==> src/rtl/sram_req_arbiter.sv <==
`default_nettype none
// +----------------------------------------------------------------------------+
// | Module : sram_req_arbiter                                                  |
// | Desc   : NREQ-to-1 sram-like request arbiter with in-order response        |
// |          routing through an owner-ID FIFO. Define ARB_RR_EN for            |
// |          round-robin arbitration instead of fixed priority.                |
// | Rev    : 1.0  initial release                                              |
// +----------------------------------------------------------------------------+
module sram_req_arbiter #(
  parameter int NREQ  = 2,
  parameter int DEPTH = 4
) (
  input  logic                      clk,
  input  logic                      rst,
  input  logic [NREQ-1:0]           s_req,
  input  logic [NREQ-1:0]           s_wr,
  input  logic [2*NREQ-1:0]         s_size,
  input  logic [32*NREQ-1:0]        s_addr,
  input  logic [32*NREQ-1:0]        s_wdata,
  input  logic [4*NREQ-1:0]         s_wstrb,
  output logic [NREQ-1:0]           s_addr_ok,
  output logic [NREQ-1:0]           s_data_ok,
  output logic [31:0]               s_rdata,
  output logic                      m_req,
  output logic                      m_wr,
  output logic [1:0]                m_size,
  output logic [31:0]               m_addr,
  output logic [31:0]               m_wdata,
  output logic [3:0]                m_wstrb,
  input  logic                      m_addr_ok,
  input  logic                      m_data_ok,
  input  logic [31:0]               m_rdata,
  output logic [$clog2(DEPTH):0]    outstanding,
  output logic                      err
);

  localparam int c_AW = $clog2(DEPTH);
  localparam int c_GW = (NREQ > 1) ? $clog2(NREQ) : 1;

  logic [c_GW-1:0] w_gnt;
  logic            w_full;
  logic            w_push;
  logic            w_pop;

  logic [c_GW-1:0] r_ids [DEPTH];
  logic [c_AW-1:0] r_wp;
  logic [c_AW-1:0] r_rp;
  logic [c_AW:0]   r_count;
  logic            r_err;

  assign w_full = (r_count == (c_AW+1)'(DEPTH));
  assign m_req  = (|s_req) && !w_full;
  assign w_push = m_req && m_addr_ok;
  assign w_pop  = m_data_ok && (r_count != '0);

`ifdef ARB_RR_EN
  logic [c_GW-1:0]   r_rr_ptr;
  logic [2*NREQ-1:0] w_rot;
  logic [c_GW:0]     w_idx;

  // Rotating the doubled request vector puts the pointer's master at bit 0.
  assign w_rot = {s_req, s_req} >> r_rr_ptr;

  always_comb begin
    w_gnt = '0;
    w_idx = '0;
    for (int k = NREQ - 1; k >= 0; k--) begin
      w_idx = {1'b0, r_rr_ptr} + (c_GW+1)'(k);
      if (w_idx >= (c_GW+1)'(NREQ)) w_idx = w_idx - (c_GW+1)'(NREQ);
      if (w_rot[k]) w_gnt = w_idx[c_GW-1:0];
    end
  end

  always_ff @(posedge clk) begin
    if (rst) begin
      r_rr_ptr <= '0;
    end else if (w_push) begin
      r_rr_ptr <= (w_gnt == c_GW'(NREQ - 1)) ? '0 : w_gnt + 1'b1;
    end
  end
`else
  always_comb begin
    w_gnt = '0;
    for (int i = 0; i < NREQ; i++) begin
      if (s_req[i]) w_gnt = c_GW'(i);
    end
  end
`endif

  always_comb begin
    m_wr    = 1'b0;
    m_size  = '0;
    m_addr  = '0;
    m_wdata = '0;
    m_wstrb = '0;
    for (int i = 0; i < NREQ; i++) begin
      if (m_req && (w_gnt == c_GW'(i))) begin
        m_wr    = s_wr[i];
        m_size  = s_size[2*i +: 2];
        m_addr  = s_addr[32*i +: 32];
        m_wdata = s_wdata[32*i +: 32];
        m_wstrb = s_wstrb[4*i +: 4];
      end
    end
  end

  always_comb begin
    s_addr_ok = '0;
    s_data_ok = '0;
    for (int i = 0; i < NREQ; i++) begin
      s_addr_ok[i] = w_push && (w_gnt == c_GW'(i));
      s_data_ok[i] = w_pop && (r_ids[r_rp] == c_GW'(i));
    end
  end

  assign s_rdata     = m_rdata;
  assign outstanding = r_count;
  assign err         = r_err;

  // Owner storage needs no reset: occupancy alone decides which entries are live.
  always_ff @(posedge clk) begin
    if (w_push) r_ids[r_wp] <= w_gnt;
  end

  always_ff @(posedge clk) begin
    if (rst) begin
      r_wp    <= '0;
      r_rp    <= '0;
      r_count <= '0;
      r_err   <= 1'b0;
    end else begin
      if (w_push) r_wp <= r_wp + 1'b1;
      if (w_pop)  r_rp <= r_rp + 1'b1;
      case ({w_push, w_pop})
        2'b10:   r_count <= r_count + 1'b1;
        2'b01:   r_count <= r_count - 1'b1;
        default: r_count <= r_count;
      endcase
      if (m_data_ok && (r_count == '0)) r_err <= 1'b1;
    end
  end

endmodule
`default_nettype wire

==> config.mk <==
export PLATFORM = sky130hd
export DESIGN_NAME = sram_req_arbiter
export DESIGN_NICKNAME = d
export VERILOG_FILES = /design/src/rtl/sram_req_arbiter.sv
export SDC_FILE = /design/constraint.sdc
export NUM_CORES = 1
export LEC_CHECK = 0
export ABC_AREA = 1
export BUFFER_PORTS_ARGS = -buffer_cell sky130_fd_sc_hd__buf_4
export CAP_MARGIN = 20
export CELL_PAD_IN_SITES_DETAIL_PLACEMENT = 1
export CELL_PAD_IN_SITES_GLOBAL_PLACEMENT = 1
export CORE_MARGIN = 1
export CORE_UTILIZATION = 20
export CTS_CLUSTER_DIAMETER = 120
export DETAILED_ROUTE_END_ITERATION = 10
export GPL_TIMING_DRIVEN = 1
export PLACE_DENSITY_LB_ADDON = 0.12
export RECOVER_POWER = 50
export SYNTH_ARGS = -nofsm -noshare
export SYNTH_HDL_FRONTEND = slang
export SYNTH_SLANG_ARGS = --single-unit
==> constraint.sdc <==
create_clock -name clk -period 2.1 [get_ports clk]
set_input_delay 0.315 -clock clk [delete_from_list [all_inputs] [get_ports clk]]
set_output_delay 0.315 -clock clk [all_outputs]
set_load 0.01 [all_outputs]
======== Yosys cells after proc, flatten, opt, wreduce, memory -nomap -nowiden ========
Memory sizes are Yosys's and may differ from the RTL's. A register that Yosys moved wholly into a read port is not among the register bits.
Cells that the tools add are included.
storage, ports and cells
  register bits after elaboration ......... 8
  bits in latches ......................... 0
  memory bits (writable) .................. 4
  bits in read-only memories .............. 0
  input port bits ......................... 180
  output and inout bits ................... 112
  memories kept ........................... 1
cells by class
  add/subtract/negate cells ............... 4
  multiply operators ...................... 0
  div/mod/pow operators ................... 0
  magnitude comparators ................... 0
  eq/ne operators ......................... 3
  shifts and indexed selects .............. 0
  muxes and demuxes ....................... 16
  bitwise logic cells ..................... 2
  reductions and logical operators ........ 15
memories
  name   words  width  rd ports  clocked after Yosys merged registers in  wr ports  line  source
  r_ids  4      1      1         1                                        1         45    logic [c_GW-1:0] r_ids [DEPTH];
operators by type and width
  cell                                               count
  two-way mux 32 bit                                 4
  logical AND 1 bit                                  10
  two-way mux 2 bit                                  4
  two-way mux 4 bit                                  2
  case mux 3 bit (2 select lines)                    1
  two-way mux 1 bit                                  5
  adder 2 x 1 -> 2 bit (second input constant)       2
  adder 3 x 1 -> 3 bit (second input constant)       1
  == test 3 bit (second input constant)              1
  logical NOT 3 bit                                  1
  nonzero test 3 bit                                 1
  subtractor 3 x 1 -> 3 bit (second input constant)  1
  == test 2 x 1 -> 1 bit (second input constant)     1
  == test 2 bit (second input constant)              1
  inverter 1 bit                                     2
  nonzero test 2 bit                                 1
  OR reduction 2 bit                                 1
  logical NOT 1 bit                                  1

======== Depth between registers and ports, before layout ========
Gate-level depths: netlist of the first run.
  depth after elaboration ................. 6
  mapped depth ............................ 13
  mapped depth without buffers ............ 13

======== Worst setup path after synthesis of the first run ========
No wires, ideal clock.
  kind .................................... register to register
  start point ............................. register r_count[2] (netlist: outstanding[2])
  end point ............................... register r_count[2] (netlist: outstanding[2])
  library setup time ...................... 113 ps
  arrival time ............................ 1,636 ps
  slack ................................... 351 ps
  stages on the path, launching flop included .. 14
  path buffers ............................ 0
  path through ............................ dfxtp_1 -> inv_1 -> nand2_1 -> nand2_1 -> inv_1 -> ha_1 -> inv_1 -> fa_1 -> inv_1 -> nand2_1 -> nand3_1 -> nand2_1 -> nand2_1 -> nor2_1
RTL lines
  what                                                                   line  source
  start, declared                                                        48    logic [c_AW:0] r_count;
  start signal, assigned                                                 135   2'b10: r_count <= r_count + 1'b1;
  start signal, assigned                                                 136   2'b01: r_count <= r_count - 1'b1;
  start signal, assigned                                                 137   default: r_count <= r_count;
  nonzero test 3 bit *                                                   54    assign w_pop = m_data_ok && (r_count != '0);
  logical AND 1 bit *                                                    54
  net w_pop                                                              43    logic w_pop;
  == test 2 x 1 -> 1 bit or == test 2 bit (tied branches)                134   case ({w_push, w_pop})
  case mux 3 bit (2 select lines) or nonzero test 2 bit (tied branches)  -
The timed path passes the listed nets; every way through them passes the cells marked *.
A chain may end at the register's enable or synchronous reset.

======== Worst setup path in the final report of the first run ========
  start point ............................. register r_count[0] (netlist: outstanding[0])
  end point ............................... output m_wdata[28]
on the way
  word-level cells in the longest chain between the ends .. 6
RTL lines
  what                  line  source
  == test 3 bit *       51    assign w_full = (r_count == (c_AW+1)'(DEPTH));
  logical NOT 1 bit *   52    assign m_req = (|s_req) && !w_full;
  logical AND 1 bit *   52
  logical AND 1 bit     97    if (m_req && (w_gnt == c_GW'(i))) begin
  two-way mux 32 bit    97
  two-way mux 32 bit *  97
  end, declared         28    output logic [31:0] m_wdata,
Every way passes the cells marked *; elsewhere a longest branch is shown, timed or not.

==> results of run 1 <==
-- worst max-delay path, cell delays in order (launching register included) --
cell and delay, ns:
dfxtp_1 0.42, nor2_4 0.08, nand2_4 0.09, clkbuf_4 0.36
nand3_1 0.14, o21ai_2 0.08, clkbuf_1 0.17
-- metal layers --
layer	share of wire, %	GRT usage, %
met1	35	15.7
met2	54	30.8
met3	7.7	3.24
met4	2.9	5.87
met5	0	0
-- metrics by stage --
stage / instance area, um^2 / power [mW] / worst slack (ns) / hold slack [ns] / std cells
finish: 4020 / 2.35 / 0.194 / 0.244 / 694
global route: 4020 / 2.57 / 0.0117 / 0.252 / 694
CTS: 4050 / 2.44 / 0.0335 / 0.242 / 691
detailed placement: 3970 / 2.05 / 0.208 / 0.445 / 687
global placement: 3970 / 2.04 / 0.293 / 0.434 / 687
floorplan: 2430 / 1.39 / 0.351 / 0.384 / 365
-- repair_timing --
item | in CTS | in global routing
hold buffers | 0 | 0
endpoints found under the setup margin | 0 | 61
resized for setup | 0 | 1
buffers inserted | 0 | 3
-- kinds of logic after synthesis --
kind of cell / share of synthesized area [%]
adder cells (fa/ha/maj): 3.40
AO/OA/AOI/OAI: 27.7
buffers and inverters: 32.8
flip-flops: 13.2
AND/OR/NAND/NOR: 23.0
-- power by group --
group / leakage (nW) / switching, mW / internal (mW) / total, mW
registers: 0.119 / 0.0579 / 0.339 / 0.397
logic: 2.11 / 0.846 / 0.743 / 1.59
clock network: 0.0385 / 0.110 / 0.252 / 0.362
-- path summary, 6_finish.rpt --
check                  from  depth (start not counted)              to
min reg2reg             err                          2             err
max reg2reg  outstanding[2]                         13  outstanding[2]
max          outstanding[0]                          6     m_wdata[28]
min                     rst                          2             err
-- final cells by class --
type                            instances  area [um^2]
Clock inverter                          1         3.75
Sequential cell                        14          320
Fill cell                            1491         7590
Clock buffer                            3         75.1
Timing Repair Buffer                  237         1790
Tap cell                              143          179
Multi-Input combinational cell        200         1290
Inverter                               96          360
-- Yosys cell counts (all sizes together) --
master  instances  share of area (%)
clkbuf          1               0.15
nand3          76                 16
buf            54                 18
and2            1               0.26
nand2          18                3.2
ha              5                2.6
o211ai          1               0.31
dfxtp          10                8.2
o21ai          75                 26
nor2           15                2.6
edfxtp          4                4.9
a21oi           6                1.2
fa              1               0.82
nand4           2               0.51
inv            96                 15
==> metrics, run 1 <==
GRT Residual Overflow 0; commonest non-fill, non-tap cell in the layout buf_4; critical path class flop to output port; post-synthesis cell type count 25; most frequent cells in the layout buf_4, inv_1, nand3_1, o21ai_2, nand2_1; Avg Cell Area, Syn 6.66 um^2; Power Density 584 nW/um^2; vias 3034; Clk Latency, worst-skew pair 0.24 ns; Synth Net Count 551; DIE HEIGHT 112 um; global-route usage over all layers 15.5%; clock period minus worst slack 1.91 ns; CP Max Fanout 30; first-pass GRT wire length 15.6 mm; drt pass-1 iters 9; initial antenna violation count 0; detailed placement HPWL 8.16 mm; Ant. Diodes 0; Yosys warning total 0; Seq/Total Area, Yosys 13.2%; share of cells above drive strength 1 54.1%; Starting Density 20.9%; RSZ-0062 raised after global routing no; CP Capture Type output port; number of routed nets with antenna violations 0; Startpoint Class flop; drt wl/cell 14.5 um; Detailed Route WL 10.1 mm; floorplan row count 39; Setup Skew 0.00223 ns; Period Utilization, post-route 90.7%; Critical Path RT 1.78 ns; Seq cells post-synth 14; Via-to-Cell Ratio 4.37; Max Cap Viol 0; outcome complete, but fails checks; Worst-Margin Slew 0.360 ns; DRT iter0 DRCs 98; worst path arrival time 1.59 ns; fin nets 738; largest net degree at the start of global routing 76; vias in the first global route 3156; # setup viols final 0; clock sinks 14; setup slack, reg-to-reg 0.20 ns; final core utilization 34.6%; setup TNS 0 ns; Inserted Clock Buffers 3; Post-route DRC 13; synthesized instance count 365; area of the die 12600 um^2; Final GP Congestion 0.805; max frequency 0.525 GHz; core area 11600 um^2; PortBufs 227; Reg clk slew, reported paths 0.05 ns; HP Class primary input to flop; Peak supply drop 0.281 mV; relative slew slack 76.0%; Final Hold Fails 0; area of the mapped netlist 2430 um^2; H-tree levels 1; die width 112 um; CTS max path bufs 2; Syn-to-layout area delta 65.4%; fin. max-slew vios 0; cell leakage power 2.26 nW; # IOs 292; TritonCTS clock tree done; Root Driver clkbuf_16; failing checks DRC
Power figures use the tool's default switching activity.
==> run 2, diff against run 1 <==
--- a/config.mk
+++ b/config.mk
@@ -10,8 +10,9 @@
 export CAP_MARGIN = 20
 export CELL_PAD_IN_SITES_DETAIL_PLACEMENT = 1
 export CELL_PAD_IN_SITES_GLOBAL_PLACEMENT = 1
+export CORE_ASPECT_RATIO = 1.75
 export CORE_MARGIN = 1
-export CORE_UTILIZATION = 20
+export CORE_UTILIZATION = 18
 export CTS_CLUSTER_DIAMETER = 120
 export DETAILED_ROUTE_END_ITERATION = 10
 export GPL_TIMING_DRIVEN = 1
==> constraint.sdc (replaced) <==
create_clock -name clk -period 1.6 [get_ports clk]
set_input_delay 0.24 -clock clk [delete_from_list [all_inputs] [get_ports clk]]
set_output_delay 0.24 -clock clk [all_outputs]
set_load 0.01 [all_outputs]
==> metrics, run 2 (synthesized netlist as in run 1, its figures left out) <==
HP Class primary input to flop (unchanged); detailed placement HPWL 9.22 mm (was 8.16 mm); DRT iter0 DRCs 53 (was 98); Max Cap Viol 0 (unchanged); Syn-to-layout area delta 109% (was 65.4%); number of routed nets with antenna violations 0 (unchanged); CP max stage delay 0.35 ns (was 0.42 ns); Finished Cell Area 5070 um^2 (was 4020 um^2); Peak supply drop 0.302 mV (was 0.281 mV); fin. max-slew vios 0 (unchanged); clock period minus worst slack 1.76 ns; Final GP Congestion 0.745 (was 0.805); Starting Density 18.6% (was 20.9%); area of the die 14000 um^2 (was 12600 um^2); Period Utilization, post-route 110%; fin nets 764 (was 738); reg2reg end outstanding[2] (unchanged); Startpoint Class flop (unchanged); core area 13100 um^2 (was 11600 um^2); H-tree levels 1 (unchanged); hold_buf cts 0 (unchanged); share of cells above drive strength 1 68.3% (was 54.1%); Critical R2R Launch outstanding[0] (was outstanding[2]); Final WS setup -0.162 ns (was 0.194 ns); placed insts 727 (was 687); Final Hold Fails 0 (unchanged); commonest non-fill, non-tap cell in the layout buf_4 (unchanged); Root Driver clkbuf_16 (unchanged); DIE HEIGHT 156 um (was 112 um); # setup viols final 74 (was 0); failing checks setup timing (was DRC); Worst setup startpoint outstanding[0] (unchanged); worst path arrival time 1.52 ns (was 1.59 ns); relative slew slack 66.3% (was 76.0%); # IOs 292 (unchanged); largest net degree at the start of global routing 70 (was 76); WP buf/inv 3 (was 2); critical path class flop to output port (unchanged); Setup Skew 0.00169 ns (was 0.00223 ns); most frequent cells in the layout buf_4, inv_1, o21ai_2, nand3_1 (was buf_4, inv_1, nand3_1, o21ai_2, nand2_1); CP Capture Type output port (unchanged); CTS max path bufs 2 (unchanged); Final Non-Filler Cells 748 (was 694); Clk Latency, worst-skew pair 0.25 ns (was 0.24 ns); CP Max Fanout 6 (was 30); drt pass-1 iters 4 (was 9); Reg clk slew, reported paths 0.05 ns (about the same); Inserted Clock Buffers 3 (unchanged); Crit path max-delay family buffers and inverters (unchanged); Worst path depth 7 (was 6); max frequency 0.568 GHz; cell leakage power 2.66 nW (was 2.26 nW); capture point of the worst path m_wdata[10] (was m_wdata[28]); floorplan row count 55 (was 39); PortBufs 227 (unchanged); Placement Cell Area 4170 um^2 (was 3970 um^2); first-pass GRT wire length 17.4 mm (was 15.6 mm); vias in the first global route 3360 (was 3156); die width 89.8 um (was 112 um); Worst-Margin Slew 0.505 ns (was 0.360 ns); CP cell instances nor2_4, nand2_4, nand3_4, buf_12, clkbuf_16, o21ai_4, buf_6 (was nor2_4, nand2_4, clkbuf_4, nand3_1, o21ai_2, clkbuf_1); vias 3169 (was 3034); RSZ-0062 raised after global routing yes (was no); Via-to-Cell Ratio 4.24 (was 4.37); outcome complete, but fails checks (unchanged); Detailed Route WL 12.5 mm (was 10.1 mm); TritonCTS clock tree done (unchanged); GRT Residual Overflow 0 (unchanged); Power Density 818 nW/um^2 (was 584 nW/um^2); Ant. Diodes 0 (unchanged); Post-route DRC 0 (was 13); clock sinks 14 (unchanged); Reg2Reg Depth 12 (was 13); CP max stage cell dfxtp_4 (was dfxtp_1); initial antenna violation count 0 (unchanged); setup slack, reg-to-reg -0.07 ns (was 0.20 ns); Critical Path RT 1.36 ns (was 1.78 ns); drt wl/cell 16.6 um (was 14.5 um); global-route usage over all layers 15.8% (was 15.5%)
[run 2: cell types whose count changed in the layout (fill, tap and decap cells not counted), sizes merged]
cell    delta
buf       +33
clkbuf     -7
[run 2: metrics by stage]
step	util, %	setup TNS, ns	hold WS, ns	setup WS, ns	total power [mW]
2_1_floorplan	-	0	0.309	0.00399	1.86
3_3_place_gp	31.9	-0.0203	0.421	-0.0203	2.92
3_5_place_dp	31.9	-0.0468	0.428	-0.0468	2.94
4_1_cts	33.8	-10.39	0.163	-0.191	3.68
5_1_grt	38.8	-12.55	0.179	-0.222	4.44
6_report	38.8	-8.23	0.165	-0.162	4.15
[run 2: timing repair]
| action | in CTS | in global routing |
|---|---|---|
| setup buffers | 7 | 5 |
| hold endpoints to repair | 0 | 0 |
| gates resized for setup | 19 | 97 |
| setup endpoints to repair | 75 | 77 |
| pin swaps | 7 | 7 |
| gates cloned | 2 | 7 |
[run 2: power by group]
part	switching (mW)	internal [mW]	total (mW)
Clock	0.162	0.332	0.494
Sequential	0.0678	0.459	0.527
Combinational	1.51	1.62	3.13
[run 2: how the worst min path moves through the flow]
stage,startpoint,end,slack (ns),depth (start not counted)
detailed placement,rst,err,0.43,2
global route,rst,err,0.18,2
global placement,rst,err,0.42,2
finish,rst,err,0.17,2
CTS,rst,err,0.16,2
floorplan,rst,err,0.31,1
[run 2: layer usage]
metal / global-route usage (%) / up-vias / routed length [um]
li1: - / 1547 / -
met2: 32.9 / 135 / 7460
met3: 2.83 / 27 / 743
met1: 14.8 / 1460 / 3890
met4: 6.01 / 0 / 355
met5: 0 / - / 0
[run 2: area by class of cell]
type,instances,area (um^2)
timing repair buffer,263,2310
inverter,96,365
multi-input combinational,200,1770
fill,1624,8000
sequential,14,329
clock inverter,1,3.75
clock buffer,3,75.1
tap,171,214
[run 2: worst reg2reg max path, stage by stage, from the launching register on]
cell and delay, ns:
dfxtp_4 0.35, nor2_4 0.13, nand2_4 0.11, nand3_4 0.11, ha_4 0.16, inv_4 0.04, fa_2 0.34, inv_1 0.06
nand2_1 0.05, nand3_2 0.06, nand2_1 0.05, nand2_1 0.05, nor2_1 0.04
